## config.mk

```make
export PLATFORM = sky130hd
export DESIGN_NAME = reg_file_2r1w
export DESIGN_NICKNAME = d
export VERILOG_FILES = /design/src/rtl/reg_file_2r1w.sv
export SDC_FILE = /design/constraint.sdc
export NUM_CORES = 2
export LEC_CHECK = 0
export CORE_MARGIN = 5
export CORE_UTILIZATION = 45
export CTS_BUF_LIST = sky130_fd_sc_hd__clkbuf_16
export DETAILED_ROUTE_END_ITERATION = 10
export GPL_ROUTABILITY_DRIVEN = 0
export SYNTH_ARGS = -nofsm -noshare
export SYNTH_HDL_FRONTEND = slang
export SYNTH_SLANG_ARGS = --single-unit
```

## constraint.sdc

```tcl
create_clock -name clk_i -period 4.5 [get_ports clk_i]
set_clock_uncertainty 0.15 [all_clocks]
set_input_delay 0.675 -clock clk_i [delete_from_list [all_inputs] [get_ports clk_i]]
set_output_delay 0.675 -clock clk_i [all_outputs]
set_load 0.03 [all_outputs]
```

## src/rtl/reg_file_2r1w.sv

```systemverilog
// reg_file_2r1w: 32x32 register file, two registered read ports, one write port, r0 hardwired to zero
// Ports: clk_i/rst_i (sync, active-high); read_i samples addr_r1_i/addr_r2_i;
// write_i/addr_w_i/data_w_i write one entry; data_r1_o/data_r2_o registered read data;
// rd_valid_o pulses one cycle after each accepted read.
module reg_file_2r1w #(
  parameter int          SP_INDEX = 29,
  parameter logic [31:0] SP_RESET = 32'h03FFFFFF
) (
  input  logic        clk_i,
  input  logic        rst_i,
  input  logic        read_i,
  input  logic        write_i,
  input  logic [4:0]  addr_r1_i,
  input  logic [4:0]  addr_r2_i,
  input  logic [4:0]  addr_w_i,
  input  logic [31:0] data_w_i,
  output logic [31:0] data_r1_o,
  output logic [31:0] data_r2_o,
  output logic        rd_valid_o
);
  logic [31:0] mem_q [1:31];
  logic [31:0] we;
  logic [31:0] rd1, rd2, data_r1_d, data_r2_d, data_r1_q, data_r2_q;
  logic        rd_valid_d, rd_valid_q;
  assign we = write_i ? 32'd1 << addr_w_i : '0;
  for (genvar g = 1; g < 32; g++) begin : g_ent
    always_ff @(posedge clk_i)
      if (rst_i) mem_q[g] <= (g == SP_INDEX) ? SP_RESET : '0;
      else if (we[g]) mem_q[g] <= data_w_i;
  end
  // index 0 falls through to the zero default; a matching write bypasses storage
  always_comb begin
    rd1 = '0;
    rd2 = '0;
    for (int i = 1; i < 32; i++) begin
      if (addr_r1_i == 5'(i)) rd1 = we[i] ? data_w_i : mem_q[i];
      if (addr_r2_i == 5'(i)) rd2 = we[i] ? data_w_i : mem_q[i];
    end
    data_r1_d  = read_i ? rd1 : data_r1_q;
    data_r2_d  = read_i ? rd2 : data_r2_q;
    rd_valid_d = read_i;
  end
  always_ff @(posedge clk_i)
    if (rst_i) begin
      data_r1_q  <= '0;
      data_r2_q  <= '0;
      rd_valid_q <= 1'b0;
    end else begin
      data_r1_q  <= data_r1_d;
      data_r2_q  <= data_r2_d;
      rd_valid_q <= rd_valid_d;
    end
  assign data_r1_o  = data_r1_q;
  assign data_r2_o  = data_r2_q;
  assign rd_valid_o = rd_valid_q;
endmodule

```

==> results.cfg <==
[routing]
drc = 0
initialDrtViolationCount = 10200
drt_first_pass_iters = 10
totalWireLength_mm = 292
ant_nets = 0
vias = 56200
viasPerCell = 6.89
average_wire_per_cell_in_the_routed_design_um = 35.8

[floorplan]
coreArea_mm2 = 0.140
floorplan.die.width_um = 386
boundaryPins = 116
die_height_um = 386
floorplan.initialDensity = 0.454
die_area_mm2 = 0.149
placementRows = 137

[synth]
postSynthRegisterBits = 1057
synth_compound_gate_area_share = 0.141
postSynthNetCount = 6082
synthXorXnorAreaFrac = 0
synth_top_area_frac = 0.469
synth_top_family_by_area = simple AND/OR/NAND/NOR gates
netlist_top_cells_area = sky130_fd_sc_hd__edfxtp_1 (47%), sky130_fd_sc_hd__mux2i_1 (15%), sky130_fd_sc_hd__and2_1 (9.6%)
fraction_of_the_mapped_netlist_area_in_adder_cells = 0
async_reset_ff_frac = 0
synth-warning-count = 0
synth_area_mm2 = 0.0635
ys_dominant_reg_cell = sky130_fd_sc_hd__edfxtp_1
synth-edff-count = 992
synth_cell_type_count = 76
simple_logic_cell_fraction_of_the_synthesized_area = 0.173
synth_area_leader_cell = sky130_fd_sc_hd__edfxtp_1
seq_area_frac_synth = 0.490
yosys-mux-area-fraction = 0.153
synth_area_per_cell_um2 = 10.5
syn-instance-count = 6031

[sta]
max_freq_mhz = 219
slack_of_the_critical_path_ns = -0.0694
min_period_over_period = 1.02
maxSlewHeadroom = 0.0691
maxSlewViolCount = 0
grt_setup_unrepaired = false
hold_viol = 0
finalSetupTns_ns = -0.124
finalCriticalPeriod_ns = 4.57
measured_slew_at_the_worst_slew_check_pin_ns = 1.38
finalSetupViolations = 2

[grt]
grt_first_pass_wirelength_mm = 405
initial_antenna_violation_count = 29
grt_pass1_vias = 51600
grt.total_usage = 0.379
pin_count_of_the_biggest_net_entering_global_routing = 71
overflow = 0

[setup_path]
cpMostUsedCell = sky130_fd_sc_hd__buf_4
setup.worst_path.start_class = input pin
cpPeakStageDelay_ns = 1.01
crit_slowest_cell = sky130_fd_sc_hd__a31oi_1
worst_ep_required_time_ns = 4.94
timing.setup.critical_path_class = in2reg
critical_path.max_fanout = 12
cell_by_cell_trace_of_the_critical_path = clkdlybuf4s50_1 > nor4bb_2 > buf_4 > nand2_2 > buf_4 > mux2i_1 > o22ai_1 > or3_1 > a31oi_1 > o21ai_0
arrival_ns = 5.01
rrSetupSlack_ns = 1.23
endpoint_type_of_the_worst_setup_path = flop

[clocking]
cts_sinks = 1057
post-cts-setup-buffer-count = 0
inserted_clock_buffers = 120
clock_insertion_delay_at_the_later_pin_of_the_skew_report_ns = 0.77
worst_setup_hold_path_clk_slew_ns = 0.06
ctsRootBufferMaster = sky130_fd_sc_hd__clkbuf_16
clock_path_buffers = 3
ctsHtreeMaxLevel = 3
clock_tree_from_tritoncts = built

[power_and_ir_drop]
clkPwrFrac = 0.388
gate_power_share = 0.151
internal_power_w = 0.0179
sequentialPowerShare = 0.462
sw_frac_of_total = 0.291
irDropWorstVdd_uv = 356
power_density_mw_per_mm2 = 343
total_switching_power_w = 0.00735
power.leakage_nw = 29.7
report.power.total_w = 0.0252

[layout]
layout.nets = 6210
flow.area_growth_from_synthesis_pct = 16.0
mostFrequentLayoutCell = sky130_fd_sc_hd__edfxtp_1
layout_common_cells = sky130_fd_sc_hd__edfxtp_1 (992), sky130_fd_sc_hd__and2_1 (976), sky130_fd_sc_hd__mux2i_1 (945)
layoutNonFillerInstCount = 8149
drive_above_1_share = 0.145
utilization = 0.526

[outcome]
status = complete, but fails checks
violations = setup timing

[job]
maximum_capacitance_violations = 0

[place]
placement.io_buffers = 115
placedCellCount = 7913
detailedPlacementHpwl_mm = 201

[worst_hold_path]
min_path_type = in2reg
area by class of cell:
| cell class | count | area, µm² |
|---|---|---|
| diodes | 11 | 27.5 |
| clock buffers | 122 | 3050 |
| clock inverters | 103 | 738 |
| fillers | 12300 | 66300 |
| inverters | 5 | 18.8 |
| multi-input cells | 4289 | 30000 |
| flip-flops and latches | 1057 | 31100 |
| well taps | 1876 | 2350 |
| repair buffers | 686 | 6350 |
cell families (layout without fill, tap and decap cells):
kind of cell	after synthesis	count (layout)
AOI/OAI and AO/OA	1357	1357
and+or+nand+nor	1967	1967
other	0	11
DFF	1057	1057
buffers and inverters	685	916
muxes	965	965
final timing paths:
| kind | cells after the start | start | to |
|---|---|---|---|
| max | 10 | addr_w_i[1] | data_r2_o[22] |
| min | 2 | data_w_i[13] | mem_q[0][45] |
| max reg2reg | 7 | mem_q[0][62] | data_r1_o[30] |
| min reg2reg | 2 | data_r1_o[23] | data_r1_o[23] |
critical path, delay by kind of cell:
kind                   cells  cell delay [ns]
AND/OR/NAND/NOR            3             1.26
AO/OA/AOI/OAI              3             1.33
buffers and inverters      3             1.46
multiplexers               1             0.24
timing repair:
| item | CTS | global route |
|---|---|---|
| setup endpoints to repair | 4 | 9 |
| hold buffers | 0 | 0 |
| resized for setup | 7 | 10 |
power by group through the flow:
| stage | Combinational, W | Sequential [W] | Clock [W] |
|---|---|---|---|
| finish | 0.00379 | 0.0116 | 0.00978 |
| global route | 0.00383 | 0.0117 | 0.0102 |
| CTS | 0.00358 | 0.0116 | 0.00975 |
| detailed placement | 0.00356 | 0.0118 | 0 |
| global placement | 0.00354 | 0.0118 | 0 |
| floorplan | 0.00155 | 0.0118 | 0 |
flip-flops by register name, summed over array words and instances, names as in the netlist:
signal      cells
data_r2_o      32
rd_valid_o      1
data_r1_o      32
mem_q         992
per-stage QoR:
stage / area (µm²) / setup WS (ns) / hold slack, ns
after floorplan: 63500 / 1.07 / 0.435
after global placement: 69700 / -1.13 / 0.388
after detailed placement: 69700 / -1.16 / 0.387
after CTS: 73500 / 0.0609 / 0.282
after global routing: 73600 / 0.0120 / 0.306
final: 73600 / -0.0694 / 0.305
synth_stat cells, drive strengths merged, types with 87 or more instances:
library cell,count
a21oi,162
o22ai,471
clkbuf,538
buf,142
nand2,276
o21ai,229
nor2,233
edfxtp,992
mux2i,945
nor3,146
and2,976
a22oi,100
a221oi,87
metal layers:
metal | up-vias | part of all wire | global-route usage
li1 | 22900 | - | -
met1 | 27300 | 0.37 | 0.511
met2 | 4994 | 0.40 | 0.521
met3 | 909 | 0.16 | 0.151
met4 | 16 | 0.069 | 0.203
met5 | - | 0.00034 | 0
Power figures use the tool's default switching activity.
